**src/rtl/lifo_stack_param.sv**
```systemverilog
// -----------------------------------------------------------------------------
// lifo_stack_param
//
// Parametrised synchronous LIFO operand stack. The top-of-stack value is held
// in its own register, so dout is a clean flop output and never a read through
// the storage array. Each rising edge decodes exactly one operation, in this
// priority order: flush, replace (push+pop on a non-empty stack), push,
// refused push, pop, pop-to-empty, refused pop, idle. Any accepted operation
// raises ack for exactly one cycle. Refused operations set sticky error flags
// and leave the stack unchanged.
//
// Parameters
//   DATA_W  word width in bits (>= 1)
//   DEPTH   number of entries; a power of two, >= 2
//   CNT_W   occupancy count width (derived; holds 0..DEPTH)
//
// Ports
//   clk      system clock; all state updates on the rising edge
//   rst_n    asynchronous active-low reset
//   push     push request
//   pop      pop request
//   flush    synchronous clear of contents and error flags; highest priority
//   err_clr  synchronous clear of the sticky error flags
//   din      word to push, or the new top on a replace
//   dout     registered top-of-stack value; 0 when the stack is empty
//   count    registered number of valid entries
//   empty    count == 0
//   full     count == DEPTH
//   ack      one-cycle pulse after an accepted push/pop/replace/flush
//   ovf_err  sticky: a push was refused because the stack was full
//   unf_err  sticky: a pop was refused because the stack was empty
// -----------------------------------------------------------------------------
module lifo_stack_param #(
  parameter  int DATA_W = 8,
  parameter  int DEPTH  = 16,
  localparam int CNT_W  = $clog2(DEPTH + 1)
) (
  input  logic              clk,
  input  logic              rst_n,
  input  logic              push,
  input  logic              pop,
  input  logic              flush,
  input  logic              err_clr,
  input  logic [DATA_W-1:0] din,
  output logic [DATA_W-1:0] dout,
  output logic [CNT_W-1:0]  count,
  output logic              empty,
  output logic              full,
  output logic              ack,
  output logic              ovf_err,
  output logic              unf_err
);

  // Index width into the storage array. DEPTH is a power of two, so
  // CNT_W == IDX_W + 1 and the count can hold the value DEPTH.
  localparam int IDX_W = $clog2(DEPTH);

  // One value per decoded operation; the datapath below keys off this alone.
  typedef enum logic [2:0] {
    OP_IDLE,
    OP_FLUSH,
    OP_REPLACE,
    OP_PUSH,
    OP_OVF,
    OP_POP,
    OP_POP_LAST,
    OP_UNF
  } op_e;

  // ---------------------------------------------------------------------------
  // State
  // ---------------------------------------------------------------------------
  logic [DATA_W-1:0] r_mem [DEPTH];
  logic [CNT_W-1:0]  r_count;
  logic [DATA_W-1:0] r_dout;
  logic              r_ack;
  logic              r_ovf_err;
  logic              r_unf_err;

  // ---------------------------------------------------------------------------
  // Combinational decode and next-state
  // ---------------------------------------------------------------------------
  op_e               w_op;
  logic              w_empty;
  logic              w_full;
  logic [IDX_W-1:0]  w_wr_idx;     // slot above the top (push target)
  logic [IDX_W-1:0]  w_top_idx;    // current top (replace target)
  logic [IDX_W-1:0]  w_below_idx;  // entry that becomes the top after a pop
  logic              w_mem_we;
  logic [IDX_W-1:0]  w_mem_waddr;
  logic [CNT_W-1:0]  w_count_nxt;
  logic [DATA_W-1:0] w_dout_nxt;
  logic              w_ack_nxt;
  logic              w_ovf_nxt;
  logic              w_unf_nxt;

  // Flags are decoded from the registered count only, so no input reaches an
  // output combinationally.
  assign w_empty = (r_count == '0);
  assign w_full  = (r_count == CNT_W'(DEPTH));

  // Truncation is intended: the write index is only used when count < DEPTH,
  // and the top/below indices only when count is at least 1/2 respectively.
  assign w_wr_idx    = IDX_W'(r_count);
  assign w_top_idx   = IDX_W'(r_count - CNT_W'(1));
  assign w_below_idx = IDX_W'(r_count - CNT_W'(2));

  // Operation decode in priority order. push+pop on an empty stack falls
  // through to a plain push; push+pop on a full stack is a replace, so it
  // never raises an overflow.
  always_comb begin
    // NOTE: every variable written in an always_comb gets a default first, so
    // no path leaves it unassigned and no latch is inferred.
    w_op = OP_IDLE;
    if (flush) begin
      w_op = OP_FLUSH;
    end else if (push && pop && !w_empty) begin
      w_op = OP_REPLACE;
    end else if (push && !w_full) begin
      w_op = OP_PUSH;
    end else if (push) begin
      w_op = OP_OVF;
    end else if (pop && (r_count > CNT_W'(1))) begin
      w_op = OP_POP;
    end else if (pop && !w_empty) begin
      w_op = OP_POP_LAST;
    end else if (pop) begin
      w_op = OP_UNF;
    end
  end

  // Datapath next-state driven by the decoded operation.
  always_comb begin
    w_count_nxt = r_count;
    w_dout_nxt  = r_dout;
    w_ack_nxt   = 1'b0;
    w_mem_we    = 1'b0;
    w_mem_waddr = w_wr_idx;

    unique case (w_op)
      OP_FLUSH: begin
        w_count_nxt = '0;
        w_dout_nxt  = '0;
        w_ack_nxt   = 1'b1;
      end
      OP_REPLACE: begin
        w_mem_we    = 1'b1;
        w_mem_waddr = w_top_idx;
        w_dout_nxt  = din;
        w_ack_nxt   = 1'b1;
      end
      OP_PUSH: begin
        w_mem_we    = 1'b1;
        w_mem_waddr = w_wr_idx;
        w_count_nxt = r_count + CNT_W'(1);
        w_dout_nxt  = din;
        w_ack_nxt   = 1'b1;
      end
      OP_POP: begin
        w_count_nxt = r_count - CNT_W'(1);
        w_dout_nxt  = r_mem[w_below_idx];
        w_ack_nxt   = 1'b1;
      end
      OP_POP_LAST: begin
        w_count_nxt = '0;
        w_dout_nxt  = '0;
        w_ack_nxt   = 1'b1;
      end
      OP_OVF, OP_UNF, OP_IDLE: begin
        // State held; the defaults already cover it.
      end
      default: begin
      end
    endcase
  end

  // Sticky error flags. Flush clears unconditionally. Otherwise err_clr
  // clears, but a refusal in the same cycle wins and sets the flag.
  always_comb begin
    w_ovf_nxt = r_ovf_err;
    w_unf_nxt = r_unf_err;
    if (flush) begin
      w_ovf_nxt = 1'b0;
      w_unf_nxt = 1'b0;
    end else begin
      if (err_clr) begin
        w_ovf_nxt = 1'b0;
        w_unf_nxt = 1'b0;
      end
      if (w_op == OP_OVF) w_ovf_nxt = 1'b1;
      if (w_op == OP_UNF) w_unf_nxt = 1'b1;
    end
  end

  // ---------------------------------------------------------------------------
  // Registers
  // ---------------------------------------------------------------------------
  always_ff @(posedge clk or negedge rst_n) begin
    // NOTE: sequential state uses non-blocking assignments so every flop
    // samples the pre-edge values, independent of statement order.
    if (!rst_n) begin
      r_count   <= '0;
      r_dout    <= '0;
      r_ack     <= 1'b0;
      r_ovf_err <= 1'b0;
      r_unf_err <= 1'b0;
    end else begin
      r_count   <= w_count_nxt;
      r_dout    <= w_dout_nxt;
      r_ack     <= w_ack_nxt;
      r_ovf_err <= w_ovf_nxt;
      r_unf_err <= w_unf_nxt;
    end
  end

  // NOTE: the storage array is deliberately left out of reset. Its contents
  // are unreachable while count == 0, and a reset-free array maps onto plain
  // register files or RAM macros.
  always_ff @(posedge clk) begin
    if (w_mem_we) begin
      r_mem[w_mem_waddr] <= din;
    end
  end

  // ---------------------------------------------------------------------------
  // Outputs
  // ---------------------------------------------------------------------------
  assign dout    = r_dout;
  assign count   = r_count;
  assign empty   = w_empty;
  assign full    = w_full;
  assign ack     = r_ack;
  assign ovf_err = r_ovf_err;
  assign unf_err = r_unf_err;

endmodule

```
**config.mk**
```make
export PLATFORM = sky130hd
export DESIGN_NAME = lifo_stack_param
export DESIGN_NICKNAME = d
export VERILOG_FILES = /design/src/rtl/lifo_stack_param.sv
export SDC_FILE = /design/constraint.sdc
export NUM_CORES = 1
export LEC_CHECK = 0
export CAP_MARGIN = 25
export CORE_ASPECT_RATIO = 2
export CORE_MARGIN = 2
export CORE_UTILIZATION = 59
export CTS_CLUSTER_DIAMETER = 60
export DETAILED_ROUTE_END_ITERATION = 6
export PLACE_DENSITY = 0.79
export SYNTH_ARGS = -nofsm -noshare
export SYNTH_HDL_FRONTEND = slang
export SYNTH_SLANG_ARGS = --single-unit
```
**constraint.sdc**
```tcl
create_clock -name clk -period 3.4 [get_ports clk]
set_input_delay 0.34 -clock clk [delete_from_list [all_inputs] [get_ports clk]]
set_output_delay 0.34 -clock clk [all_outputs]
set_load 0.02 [all_outputs]
```
# Word level (Yosys, flattened, before mapping)

Memory sizes are Yosys's and may differ from the RTL's.
Index checks and enable logic that the tools add are counted.

Output and inout bits: 18
Memory bits (writable): 128
Word-level logic and storage cells: 52
Memories: 1
Flip-flop bits (word level): 16

Mux-type cells: 19
Add/subtract/negate cells: 3
Reductions and logical operators: 15
Eq/ne operators: 8
$lt $le $gt $ge: 1

Memory list:

| memory | words | bits a word | rd ports | clocked after memory_dff | write ports | RTL line | RTL |
|---|---|---|---|---|---|---|---|
| r_mem  | 16    | 8           | 1        | 0                        | 1           | 73       | `logic [DATA_W-1:0] r_mem [DEPTH];` |

Operators with widths:

| cell                                                           | number |
|---|---|
| case mux 8 bit (3 select lines)                                | 1 |
| two-way mux 3 bit                                              | 7 |
| case mux 5 bit (3 select lines)                                | 1 |
| == test 3 bit (second input constant)                          | 4 |
| nonzero test 3 bit                                             | 4 |
| two-way mux 1 bit                                              | 9 |
| == test 3 x 2 -> 1 bit (second input constant)                 | 2 |
| adder 5 x 1 -> 5 bit (second input constant)                   | 1 |
| == test 5 bit (second input constant)                          | 1 |
| greater-than comparator 5 x 1 -> 1 bit (second input constant) | 1 |
| logical AND 1 bit                                              | 5 |
| logical NOT 5 bit                                              | 1 |
| OR reduction 5 bit                                             | 1 |
| subtractor 5 x 1 -> 5 bit (second input constant)              | 1 |
| two-way mux 4 bit                                              | 1 |
| OR reduction 2 bit                                             | 2 |
| subtractor 4 x 2 -> 4 bit (second input constant)              | 1 |
| == test 3 x 1 -> 1 bit (second input constant)                 | 1 |
| logical NOT 1 bit                                              | 2 |

# Depth between registers and ports, before layout

Word-level depth: 14
Depth in mapped cells: 10

# Worst setup path before layout

No wires, ideal clock.

Kind: reg2reg
Start: register r_count[1] (netlist: count[1])
End: memory r_mem[11][0] (enable)
Stages on the path, launching flop included: 10
Path slack: 0.505 ns
Arrival time: 2.525 ns
Data required time: 3.030 ns
Period minus slack after synthesis: 2.895 ns
Buffers on the path: 2
Cell sequence: dfrtp_1 -> buf_2 -> buf_2 -> inv_1 -> ha_1 -> nor4b_4 -> nor2_2 -> nor4_1 -> o21ai_0 -> nor2_1

Longest elaborated chain between the ends: 14

RTL lines:

| what                                    | RTL line | RTL |
|---|---|---|
| start: declaration                      | 74       | `logic [CNT_W-1:0] r_count;` |
| start signal: assignment                | 208      | `r_count <= w_count_nxt;` |
| logical NOT 5 bit *                     | 99       | `assign w_empty = (r_count == '0);` |
| named net empty                         | 47       | `output logic empty,` |
| logical NOT 1 bit *                     | 117, 125 |  |
| logical AND 1 bit                       | 125      | `end else if (pop && !w_empty) begin` |
| two-way mux 3 bit                       | 125      |  |
| two-way mux 3 bit                       | 123      | `end else if (pop && (r_count > CNT_W'(1))) begin` |
| two-way mux 3 bit                       | 121      | `end else if (push) begin` |
| two-way mux 3 bit                       | 119      | `end else if (push && !w_full) begin` |
| two-way mux 3 bit *                     | 117      | `end else if (push && pop && !w_empty) begin` |
| two-way mux 3 bit *                     | 115      | `if (flush) begin` |
| == test 3 x 2 -> 1 bit                  | 140      | `unique case (w_op)` |
| OR reduction 2 bit (no source line)     | n/a      |  |
| two-way mux 1 bit                       | 140      |  |
| two-way mux 1 bit                       | 220      | `if (w_mem_we) begin` |
| two-way mux 1 bit (implied by the code) | 221      | `r_mem[w_mem_waddr] <= din;` |
| end: declaration                        | 73       |  |

Mark *: on every way through the listed nets, which the timed path passes. The rest lies on a longest branch.

# Final worst setup path

Start: register r_count[1] (netlist: count[1])
End: memory r_mem[5][7] (enable)

Longest elaborated chain between the ends: 14

RTL lines:

| what |
|---|
| parallel branches: the longest is 14 deep, another holds greater-than comparator 5 x 1 -> 1 bit |

Several ways; the timed one is not identified.

==> run metrics <==
vias post-DR=3415; cell-by-cell listing of the critical path=inv_1 > ha_1 > a21boi_2 > nand3_1 > a21boi_1 > a31oi_1 > nor2_1; share of total power in combinational logic=0.307; dpl hpwl=8910 µm; Diodes inserted=0; worst path arrival time=2.86 ns; Sw Pwr=1.82 mW; number of antenna violations at the first check in global routing=0; Total Power Consumption=5.76 mW; fraction of power consumed by sequential logic=0.367; initial drt markers=264; synth top area cells=sky130_fd_sc_hd__edfxtp_1 (63%), sky130_fd_sc_hd__mux4_1 (7.3%), sky130_fd_sc_hd__dfrtp_1 (6.5%); max-slew violation count=0; synthesized instance count=343; worst endpoint required time=3.44 ns; number of placement rows=52; Setup Viol. Count Final=0; clock tree from TritonCTS=done; count of warnings emitted by yosys=0; global routing usage summed across all routing layers=0.253; first-pass GRT wire length=20400 µm; synthesized area divided by synthesized cell count=17.8 µm²; Worst-Margin Slew=0.833 ns; total I/O pin count=32; remaining global-route overflow=0; post-synthesis cell type with the largest combined area=sky130_fd_sc_hd__edfxtp_1; worst skew pair latency=0.41 ns; fraction of post-synthesis cell area in the top cell type by area=0.628; CTS H-tree lvls=4; DRC errors left=0; maximum number of buffers from clock root to sink=2; FFs w/ async S/R, synth=0.111; CP Capture Type=flop; TNS Setup=0 ns; fraction of layout cells with a size suffix above 1=0.154; maximum vdd ir drop=0.506 mV; final hold violation count=0; x dimension of the die=76.0 µm; maximum operating frequency=0.354 GHz; syn nets=364; number of nets in the finished design=404; clock tree skew after final layout=0.00949 ns; Worst-path clk slew=0.06 ns; Filler Cells Inserted=617; time the final worst path needs with I/O delays and setup=2.83 ns; Post-synth EDFFs=128; synthesis-stage register bit count=144; Worst Setup Slack post-DPL=0.504 ns; clock net sink count=144; P&R area growth vs syn=16.9%; leakage=2.40 nW; relative slew slack=0.443; Max Cap Viol=0; Final Core Density=0.710; switching power as a share of total power=0.315; core box area=10100 µm²; proportion of synthesized chip area in sequential cells=0.693; via count of the first global-routing pass=3528; y dimension of the die=148 µm; Final Hold Slack=0.393 ns; internal power=3.95 mW; slowest library cell on the worst path=sky130_fd_sc_hd__nor2_1; die area=11300 µm²; critical-path maximum fanout=8; Post-Route WL=13100 µm; number of search-and-repair iterations in the first detailed-routing pass=5; library cell used as clock root buffer=sky130_fd_sc_hd__clkbuf_16; total clock buffers created by CTS=17; PostCTS Resize Cnt=0; post-route clock period utilization=0.831; startpoint type of the worst setup path=flop; routed len/inst=24.7 µm; Synth Flop Type=sky130_fd_sc_hd__edfxtp_1; starting density of the core=0.607; remaining antenna violation count after routing=0; number of distinct library cells after synthesis=51; hold buffers post-CTS=0; outcome=complete, no violations; largest net degree at the start of global routing=45; worst setup path category=flop to flop; part of the power in the clock network=0.326; netlist area before placement=6120 µm²; vias per cell=6.43; power density normalized to cell area=805 nW/µm²; class of the tightest hold or removal check=input pin to asynchronous set/reset pin; Port Buffer Count=31; largest stage delay on the critical path=0.66 ns; routability-driven placement congestion ratio=0.929; setup repair bufs after CTS=0; unrepaired setup endpoints after global routing=false; final critical-path setup slack=0.573 ns
[path summary, 6_finish.rpt]
check / startpoint / end / slack (ns) / depth (start not counted)
hold / removal: rst_n / ovf_err / 0.39 / 1
setup reg to reg: count[1] / r_mem[5][7] / 0.57 / 7
max in group asynchronous: rst_n / count[0] / 2.46 / 1
setup / recovery: count[1] / r_mem[5][7] / 0.57 / 7
min in group clk: dout[3] / dout[3] / 0.51 / 1
hold reg to reg: dout[3] / dout[3] / 0.51 / 1
[flip-flops by register name, summed over array words and instances (netlist names)]
| name | cells |
|---|---|
| ack | 1 |
| count | 5 |
| dout | 8 |
| ovf_err | 1 |
| r_mem | 128 |
| unf_err | 1 |
[layout make-up]
| class | count | area [µm²] | share of cell area |
|---|---|---|---|
| repair buffers | 39 | 370 | 0.0518 |
| flip-flops and latches | 144 | 4250 | 0.593 |
| clock buffers | 18 | 429 | 0.0600 |
| well taps | 135 | 169 | 0.0236 |
| clock inverters | 14 | 181 | 0.0254 |
| inverters | 7 | 26.3 | 0.00367 |
| multi-input cells | 174 | 1730 | 0.242 |
[cells in the mapped netlist, types with 4 or more instances]
cell type	instances
sky130_fd_sc_hd__clkbuf_1	5
sky130_fd_sc_hd__ha_1	7
sky130_fd_sc_hd__mux4_2	15
sky130_fd_sc_hd__nor2_1	28
sky130_fd_sc_hd__a22oi_1	20
sky130_fd_sc_hd__nor4_1	4
sky130_fd_sc_hd__edfxtp_1	128
sky130_fd_sc_hd__inv_1	7
sky130_fd_sc_hd__nor2b_1	4
sky130_fd_sc_hd__a221o_1	8
sky130_fd_sc_hd__buf_2	6
sky130_fd_sc_hd__a21oi_1	12
sky130_fd_sc_hd__o21ai_1	4
sky130_fd_sc_hd__nand3_1	7
sky130_fd_sc_hd__dfrtp_1	16
sky130_fd_sc_hd__nand2_1	6
sky130_fd_sc_hd__o21ai_0	4
sky130_fd_sc_hd__mux4_1	17
[power groups by stage]
stage               registers (mW)  clock network, mW  logic [mW]
global route                  2.13               1.99        1.88
floorplan                     2.19                  0        1.20
global placement              2.14                  0        1.71
finish                        2.12               1.88        1.77
detailed placement            2.15                  0        1.74
CTS                           2.12               1.90        1.76
[layer usage]
metal	track usage	share of wire	up-vias
met2	0.445	0.55	142
met3	0.0583	0.043	42
li1	-	-	1501
met5	0	0	-
met4	0.157	0.057	0
met1	0.274	0.35	1730
[critical path: cells and delay by family, from the launching register on]
kind	cells	cell delay, ns
adders and majority gates	1	0.34
buffers and inverters	1	0.20
AOI/OAI and AO/OA	3	0.72
DFF	1	0.39
and+or+nand+nor	2	0.81
[per-stage QoR]
stage	area (µm²)	instances
2_1_floorplan	6120	343
3_3_place_gp	6550	499
5_1_grt	7160	531
3_5_place_dp	6550	499
4_1_cts	7160	531
6_report	7160	531
[layout by cell type, fill, tap and decap left out, types with 12 or more instances in the layout]
| master | n |
|---|---|
| sky130_fd_sc_hd__clkdlybuf4s50_1 | 31 |
| sky130_fd_sc_hd__nor2_1 | 28 |
| sky130_fd_sc_hd__clkbuf_16 | 17 |
| sky130_fd_sc_hd__mux4_1 | 17 |
| sky130_fd_sc_hd__a22oi_1 | 20 |
| sky130_fd_sc_hd__dfrtp_1 | 15 |
| sky130_fd_sc_hd__edfxtp_1 | 128 |
| sky130_fd_sc_hd__a21oi_1 | 12 |
| sky130_fd_sc_hd__mux4_2 | 15 |
[kinds of logic (layout without fill, tap and decap cells)]
family,Yosys count,in the layout,synth area share
buf+inv,25,78,0.0235
fa+ha+maj,7,7,0.0143
compound gates,66,66,0.0785
simple gates,66,66,0.0580
flops,144,144,0.693
mux,32,32,0.128
xor+xnor,3,3,0.00429
(Power assumes the default switching activity.)
